[src/rtl/multicycle_control.sv]
// multicycle_control: FETCH/DECODE/EXEC/MEM/WB sequencer for the 8-bit core.
// Drives per-cycle datapath strobes and counts retired instructions.
module multicycle_control #(
  parameter int CNT_W = 8
) (
  input  logic             clk,
  input  logic             reset,
  input  logic [7:0]       instr,
  input  logic             instr_valid,
  input  logic             mem_ready,
  output logic             fetch_req,
  output logic             ir_write,
  output logic             pc_write,
  output logic             pc_src,
  output logic             alu_src,
  output logic             mem_read,
  output logic             mem_write,
  output logic             mem_to_reg,
  output logic             reg_write,
  output logic [2:0]       state,
  output logic [CNT_W-1:0] retired
);

  typedef enum logic [2:0] {
    S_FETCH  = 3'd0,
    S_DECODE = 3'd1,
    S_EXEC   = 3'd2,
    S_MEM    = 3'd3,
    S_WB     = 3'd4
  } state_t;

  typedef enum logic [1:0] {
    OP_ADD = 2'b00,
    OP_LW  = 2'b01,
    OP_SW  = 2'b10,
    OP_JMP = 2'b11
  } op_t;

  state_t           state_q;
  state_t           state_d;
  op_t              op_q;
  logic [CNT_W-1:0] retired_q;
  logic             retire;

  // State, latched opcode and retire counter; reset wins over everything.
  always_ff @(posedge clk) begin
    if (reset) begin
      state_q   <= S_FETCH;
      op_q      <= OP_ADD;
      retired_q <= '0;
    end else begin
      state_q <= state_d;
      if (ir_write) op_q <= op_t'(instr[7:6]);
      if (retire) retired_q <= retired_q + CNT_W'(1);
    end
  end

  // Next state and strobes; a reset cycle suppresses every strobe
  // except fetch_req so an abandoned instruction has no side effects.
  always_comb begin
    state_d    = state_q;
    fetch_req  = 1'b0;
    ir_write   = 1'b0;
    pc_write   = 1'b0;
    pc_src     = 1'b0;
    alu_src    = 1'b0;
    mem_read   = 1'b0;
    mem_write  = 1'b0;
    mem_to_reg = 1'b0;
    reg_write  = 1'b0;
    retire     = 1'b0;
    case (state_q)
      S_FETCH: begin
        fetch_req = 1'b1;
        if (instr_valid) begin
          ir_write = 1'b1;
          pc_write = 1'b1;
          state_d  = S_DECODE;
        end
      end
      S_DECODE: begin
        if (op_q == OP_JMP) begin
          pc_write = 1'b1;
          pc_src   = 1'b1;
          retire   = 1'b1;
          state_d  = S_FETCH;
        end else begin
          state_d = S_EXEC;
        end
      end
      S_EXEC: begin
        alu_src = (op_q == OP_LW) || (op_q == OP_SW);
        state_d = alu_src ? S_MEM : S_WB;
      end
      S_MEM: begin
        alu_src   = 1'b1;
        mem_read  = (op_q == OP_LW);
        mem_write = (op_q == OP_SW);
        if (mem_ready) begin
          state_d = mem_read ? S_WB : S_FETCH;
          retire  = !mem_read;
        end
      end
      S_WB: begin
        reg_write  = 1'b1;
        mem_to_reg = (op_q == OP_LW);
        retire     = 1'b1;
        state_d    = S_FETCH;
      end
      default: state_d = S_FETCH;
    endcase
    if (reset) begin
      ir_write   = 1'b0;
      pc_write   = 1'b0;
      pc_src     = 1'b0;
      alu_src    = 1'b0;
      mem_read   = 1'b0;
      mem_write  = 1'b0;
      mem_to_reg = 1'b0;
      reg_write  = 1'b0;
      retire     = 1'b0;
    end
  end

  assign state   = state_q;
  assign retired = retired_q;

endmodule

[config.mk]
export PLATFORM = sky130hd
export DESIGN_NAME = multicycle_control
export DESIGN_NICKNAME = d
export VERILOG_FILES = /design/src/rtl/multicycle_control.sv
export SDC_FILE = /design/constraint.sdc
export NUM_CORES = 1
export LEC_CHECK = 0
export CAP_MARGIN = 10
export CORE_ASPECT_RATIO = 0.9
export CORE_MARGIN = 1
export CORE_UTILIZATION = 40
export DETAILED_ROUTE_END_ITERATION = 6
export GPL_TIMING_DRIVEN = 1
export PLACE_DENSITY = 0.85
export SETUP_SLACK_MARGIN = 0.5
export SLEW_MARGIN = 15
export SYNTH_ARGS = -nofsm -noshare
export SYNTH_HDL_FRONTEND = slang
export SYNTH_SLANG_ARGS = --single-unit
[constraint.sdc]
create_clock -name clk -period 4.85 [get_ports clk]
set_clock_uncertainty 0.1 [all_clocks]
set_input_delay 0.7275 -clock clk [delete_from_list [all_inputs] [get_ports clk]]
set_output_delay 0.7275 -clock clk [all_outputs]
set_load 0.01 [all_outputs]
==> results of run 1 <==
power by group:
| part | leakage [nW] | internal, mW | switching (mW) |
|---|---|---|---|
| clock | 0.0150 | 0.0319 | 0.0339 |
| combinational | 0.270 | 0.0280 | 0.0295 |
| sequential | 0.105 | 0.111 | 0.0103 |
state kept, by name, summed over array words and instances (netlist names):
name	cells
retired	8
state	3
op_q	2
final timing paths:
path           endpoint  slack [ns]  cells after the start
max             alu_src        1.38                      5
min             op_q[1]        0.41                      2
min reg2reg     op_q[1]        0.41                      2
max reg2reg  retired[5]        2.89                      6
layout make-up:
type | instances | share of cell area
sequential | 13 | 0.237
inverter | 4 | 0.0137
multi-input combinational | 80 | 0.469
timing repair buffer | 25 | 0.228
clock buffer | 4 | 0.0239
tap | 25 | 0.0285
tightest hold or removal path, cell delays in order, from the launching register on:
cell and delay [ns]:
dfxtp_1 0.35, nand2_1 0.06, a21oi_1 0.05
routing by layer:
metal,part of all wire,routed length (um)
met1,0.47,892
met2,0.47,901
met3,0.057,109
met4,0,0
met5,0,0
logic make-up (layout without fill, tap and decap cells):
kind of cell,count (synthesis),after routing,share of synthesized area
mux,3,3,0.0416
buf+inv,8,33,0.0462
flops,13,13,0.320
simple gates,52,52,0.353
compound gates,21,21,0.177
fa+ha+maj,4,4,0.0616
stage by stage:
step	area [um^2]	setup WS [ns]	utilization
floorplan	812	2.32	-
global placement	1070	1.46	0.559
detailed placement	1070	1.44	0.559
CTS	1100	1.40	0.573
global route	1100	1.27	0.573
finish	1100	1.38	0.573
synth_stat cells, types with 2 or more instances:
cell type	number
inv_1	3
mux2_1	2
nor4_1	3
clkbuf_1	2
o21ai_0	3
a21oi_1	8
nor2b_1	4
ha_1	4
nand2_1	13
or4_1	3
nand3_1	7
nor2_1	8
o31ai_1	3
nor3_1	4
nand2b_1	2
dfxtp_1	13
==> impl_metrics.env, run 1 <==
export IMPL_die_area_um2=2210
export IMPL_drc_errors=0
export IMPL_clkTransAtPathRegs_ns=0.08
export IMPL_io_pin_count=32
export IMPL_holdWs_ns=0.405
export IMPL_ys_ff_latch=13
export IMPL_hp_start="op_q[1]"
export IMPL_syn_nets=117
export IMPL_register_area_um2=260
export IMPL_ir_drop_mv=0.130
export IMPL_post_cts_setup_buffers=0
export IMPL_crit_family="buffers and inverters"
export IMPL_dr_pass1_iters=4
export IMPL_multi_input_area_um2=514
export IMPL_yosys_most_used_dff="dfxtp_1"
export IMPL_post_cts_resized=0
export IMPL_cp_max_fo=18
export IMPL_hold_viol=0
export IMPL_synthTopCellsByArea="dfxtp_1 (32%), ha_1 (6.2%), nand2_1 (6.0%)"
export IMPL_crit_path_top_delay_cell="clkdlybuf4s50_1"
export IMPL_r2r_start="op_q[1]"
export IMPL_slew_headroom=0.550
export IMPL_dp_cells=147
export IMPL_setup_violations=0
export IMPL_start_util=0.424
export IMPL_htree_levels=1
export IMPL_leakage_nw=0.391
export IMPL_cts_tree="yes"
export IMPL_dieWidth_um=49.5
export IMPL_grt_busiest_layer="met2"
export IMPL_syn_inst=101
export IMPL_grt_max_degree=19
export IMPL_final_antenna_net_count=0
export IMPL_syn_area_um2=812
export IMPL_cap_violations=0
export IMPL_cts_hold_buf=0
export IMPL_antenna_cells=0
export IMPL_area_delta_synth_final_pct=35.1
export IMPL_finalCritPeriodShare=0.716
export IMPL_synth_top_area_frac=0.320
export IMPL_max_stage_delay_ns=0.75
export IMPL_crit_top_cell="clkdlybuf4s50_1"
export IMPL_fin_setup_tns_ns=0
export IMPL_yosysUniqueCellTypes=35
export IMPL_root_buffer="clkbuf_4"
export IMPL_clk_latency_ns=0.27
export IMPL_synth_edf_count=0
export IMPL_finalPower_mw=0.244
export IMPL_drt_iter0_drc=18
export IMPL_antenna_found_initial=0
export IMPL_vias=834
export IMPL_min_period_ns=3.47
export IMPL_yosys_area_top_type="dfxtp_1"
export IMPL_gp_congestion=0.829
export IMPL_grt_pass1_vias=750
export IMPL_fin_cells=151
export IMPL_cp_data_arrival_time_ns=2.65
export IMPL_yosys_warnings=0
export IMPL_dp_hpwl_mm=1.37
export IMPL_cts_buffers=3
export IMPL_wl_mm=1.90
export IMPL_overflow=0
export IMPL_avgViaCountPerCell=5.52
export IMPL_pwr_density_cell_nw_per_um2=223
export IMPL_grt_met3_usage=0.0337
export IMPL_path_class="in2out"
export IMPL_clock_sinks=13
export IMPL_worstMarginPinSlew_ns=0.673
export IMPL_core_um2=1910
export IMPL_grt_pass1_wl_mm=3.15
export IMPL_worstPathCellList="clkdlybuf4s50_1 -> nor2_1 -> nand2_1 -> a21oi_1 -> clkdlybuf4s50_1"
export IMPL_port_buffer_count=25
export IMPL_final_cell_mix="clkdlybuf4s50_1 (25), nand2_1 (13), dfxtp_1 (13)"
export IMPL_detail_route_wl_per_cell_um=12.6
export IMPL_grtUsageMet1=0.227
export IMPL_ys_async_sr_fraction=0
export IMPL_crit_start="reset"
export IMPL_rows=15
export IMPL_cts_path_max_buffers=2
export IMPL_rsz0062_at_grt="false"
export IMPL_fmax_mhz=288
export IMPL_fillerInstances=197
export IMPL_end_kind="primary output"
export IMPL_drive_gt1_frac=0.0714
export IMPL_hold_class="reg2reg"
export IMPL_die_h_um=44.7
export IMPL_crit_buf_inv=2
export IMPL_seq_area_frac_synth=0.320
export IMPL_grt_use_met2=0.326
export IMPL_syn_area_per_cell_um2=8.04
export IMPL_status="finished clean"
export IMPL_maxSlewViolCount=0
export IMPL_worstPathRequired_ns=4.02
export IMPL_start_kind="primary input"
export IMPL_num_nets_final=143
export IMPL_grt_usage=0.186
export IMPL_final_common_cell="clkdlybuf4s50_1"
(Power assumes the default switching activity.)
==> run 2, diff against run 1 <==
--- a/config.mk
+++ b/config.mk
@@ -8,10 +8,10 @@
 export CAP_MARGIN = 10
 export CORE_ASPECT_RATIO = 0.9
 export CORE_MARGIN = 1
-export CORE_UTILIZATION = 40
+export CORE_UTILIZATION = 38
 export DETAILED_ROUTE_END_ITERATION = 6
 export GPL_TIMING_DRIVEN = 1
-export PLACE_DENSITY = 0.85
+export PLACE_DENSITY = 0.84
 export SETUP_SLACK_MARGIN = 0.5
 export SLEW_MARGIN = 15
 export SYNTH_ARGS = -nofsm -noshare
==> constraint.sdc (replaced) <==
create_clock -name clk -period 2.8 [get_ports clk]
set_clock_uncertainty 0.1 [all_clocks]
set_input_delay 0.42 -clock clk [delete_from_list [all_inputs] [get_ports clk]]
set_output_delay 0.42 -clock clk [all_outputs]
set_load 0.01 [all_outputs]
==> run 2 against run 1 <==
Critical path type is now reg2out; global-route usage rose by 1.0 points; non-clock buffer count is 7 higher; clock power grew 77%; utilization is 3.0 points higher; sequential cell count unchanged; hold slack lost 0.024 ns; cell count is 4.6% higher; clock-buffer cell count did not move; via count rose by 5.4%.
==> impl_metrics.env, run 2 (synthesis results as in run 1) <==
export IMPL_status="finished clean"
export IMPL_p_switching_mw=0.139
export IMPL_pwr_density_cell_nw_per_um2=375
export IMPL_cts_buffers=3
export IMPL_clkTransAtPathRegs_ns=0.08
export IMPL_min_period_ns=2.23
export IMPL_final_antenna_net_count=0
export IMPL_worstMarginPinSlew_ns=0.297
export IMPL_final_cell_mix="clkdlybuf4s50_1 (20), nand2_1 (13), dfxtp_1 (10)"
export IMPL_ir_drop_mv=0.193
export IMPL_dieWidth_um=50.7
export IMPL_leakage_nw=0.463
export IMPL_slew_headroom=0.799
export IMPL_cap_violations=0
export IMPL_cp_max_fo=6
export IMPL_fillerInstances=188
export IMPL_num_nets_final=150
export IMPL_drt_iter0_drc=13
export IMPL_antenna_cells=0
export IMPL_worstPathCellList="inv_1 -> nor4_4 -> and2_1 -> clkdlybuf4s50_1"
export IMPL_cts_hold_buf=0
export IMPL_intPower_mw=0.306
export IMPL_die_h_um=45.9
export IMPL_crit_path_top_delay_cell="clkdlybuf4s50_1"
export IMPL_worstPathRequired_ns=2.28
export IMPL_path_class="reg2out"
export IMPL_p_sw_frac=0.312
export IMPL_drc_errors=0
export IMPL_pwr_share_comb=0.257
export IMPL_htree_levels=1
export IMPL_drive_gt1_frac=0.180
export IMPL_cts_tree="yes"
export IMPL_detail_route_wl_per_cell_um=13.3
export IMPL_io_pin_count=32
export IMPL_final_common_cell="clkdlybuf4s50_1"
export IMPL_area_delta_synth_final_pct=46.4
export IMPL_fmax_mhz=448
export IMPL_wl_mm=2.10
export IMPL_dp_hpwl_mm=1.47
export IMPL_start_kind="register"
export IMPL_hold_viol=0
export IMPL_grt_max_degree=15
export IMPL_dp_cells=149
export IMPL_clk_latency_ns=0.28
export IMPL_end_kind="primary output"
export IMPL_start_util=0.412
export IMPL_avgViaCountPerCell=5.56
export IMPL_max_stage_delay_ns=0.53
export IMPL_final_util=0.603
export IMPL_cts_path_max_buffers=2
export IMPL_grt_pass1_vias=808
export IMPL_maxSlewViolCount=0
export IMPL_cp_data_arrival_time_ns=1.71
export IMPL_fin_cells=158
export IMPL_rsz0062_at_grt="false"
export IMPL_finalCritPeriodShare=0.798
export IMPL_hold_class="in2reg"
export IMPL_core_um2=1970
export IMPL_grt_usage=0.196
export IMPL_power_share_clock=0.261
export IMPL_grt_pass1_wl_mm=3.42
export IMPL_overflow=0
export IMPL_largest_reg_flops=8
export IMPL_rows=15
export IMPL_fin_setup_tns_ns=0
export IMPL_seqPwrFrac=0.482
export IMPL_port_buffer_count=25
export IMPL_vias=879
export IMPL_clock_sinks=13
export IMPL_setup_violations=0
export IMPL_die_area_um2=2330
export IMPL_antenna_found_initial=0
export IMPL_gp_congestion=0.818
export IMPL_root_buffer="clkbuf_4"
export IMPL_dr_pass1_iters=4
==> run 2: worst paths after layout <==
check,from,end,slack (ns),cells after the start
setup reg to reg,op_q[1],retired[5],0.85,6
setup / recovery,state[2],mem_to_reg,0.57,4
hold reg to reg,retired[6],retired[6],0.40,2
hold / removal,reset,op_q[1],0.38,2
==> run 2: routing by layer <==
layer / up-vias / track usage / wire, um
met1: 421 / 0.223 / 908
li1: 428 / - / -
met2: 27 / 0.363 / 1060
met5: - / 0 / 0
met3: 3 / 0.0433 / 111
met4: 0 / 0.0778 / 19
==> run 2: worst max-delay path, delay by kind of cell (launching register included) <==
family	cells	cell delay [ns]
buffers and inverters	2	0.64
DFF	1	0.38
and+or+nand+nor	2	0.42
==> run 2: power groups by stage <==
stage | combinational, mW | clock [mW] | sequential (mW)
global route | 0.125 | 0.134 | 0.217
global placement | 0.0985 | 0 | 0.213
finish | 0.114 | 0.116 | 0.215
detailed placement | 0.101 | 0 | 0.214
CTS | 0.108 | 0.121 | 0.212
floorplan | 0.0668 | 0 | 0.207
==> run 2: area by class of cell <==
class	count	area, um^2	share of cell area
timing repair buffer	32	297	0.249
inverter	4	15.0	0.0126
sequential	13	269	0.226
tap	25	31.3	0.0263
multi-input combinational	80	551	0.463
clock buffer	4	26.3	0.0221
==> run 2: stage by stage <==
step | worst slack [ns] | cell area [um^2] | power, mW | hold slack, ns
floorplan | 0.890 | 812 | 0.274 | 0.369
global placement | 0.266 | 1090 | 0.312 | 0.375
detailed placement | 0.245 | 1090 | 0.315 | 0.394
CTS | 0.490 | 1150 | 0.441 | 0.406
global route | 0.473 | 1190 | 0.476 | 0.382
finish | 0.566 | 1190 | 0.445 | 0.382
==> run 2: timing repair <==
action                                 CTS  global route
buffers inserted                         2             3
pin swaps                                1             0
endpoints found under the hold margin    0             0
setup endpoints to repair                9             6
gates resized for setup                 11            10
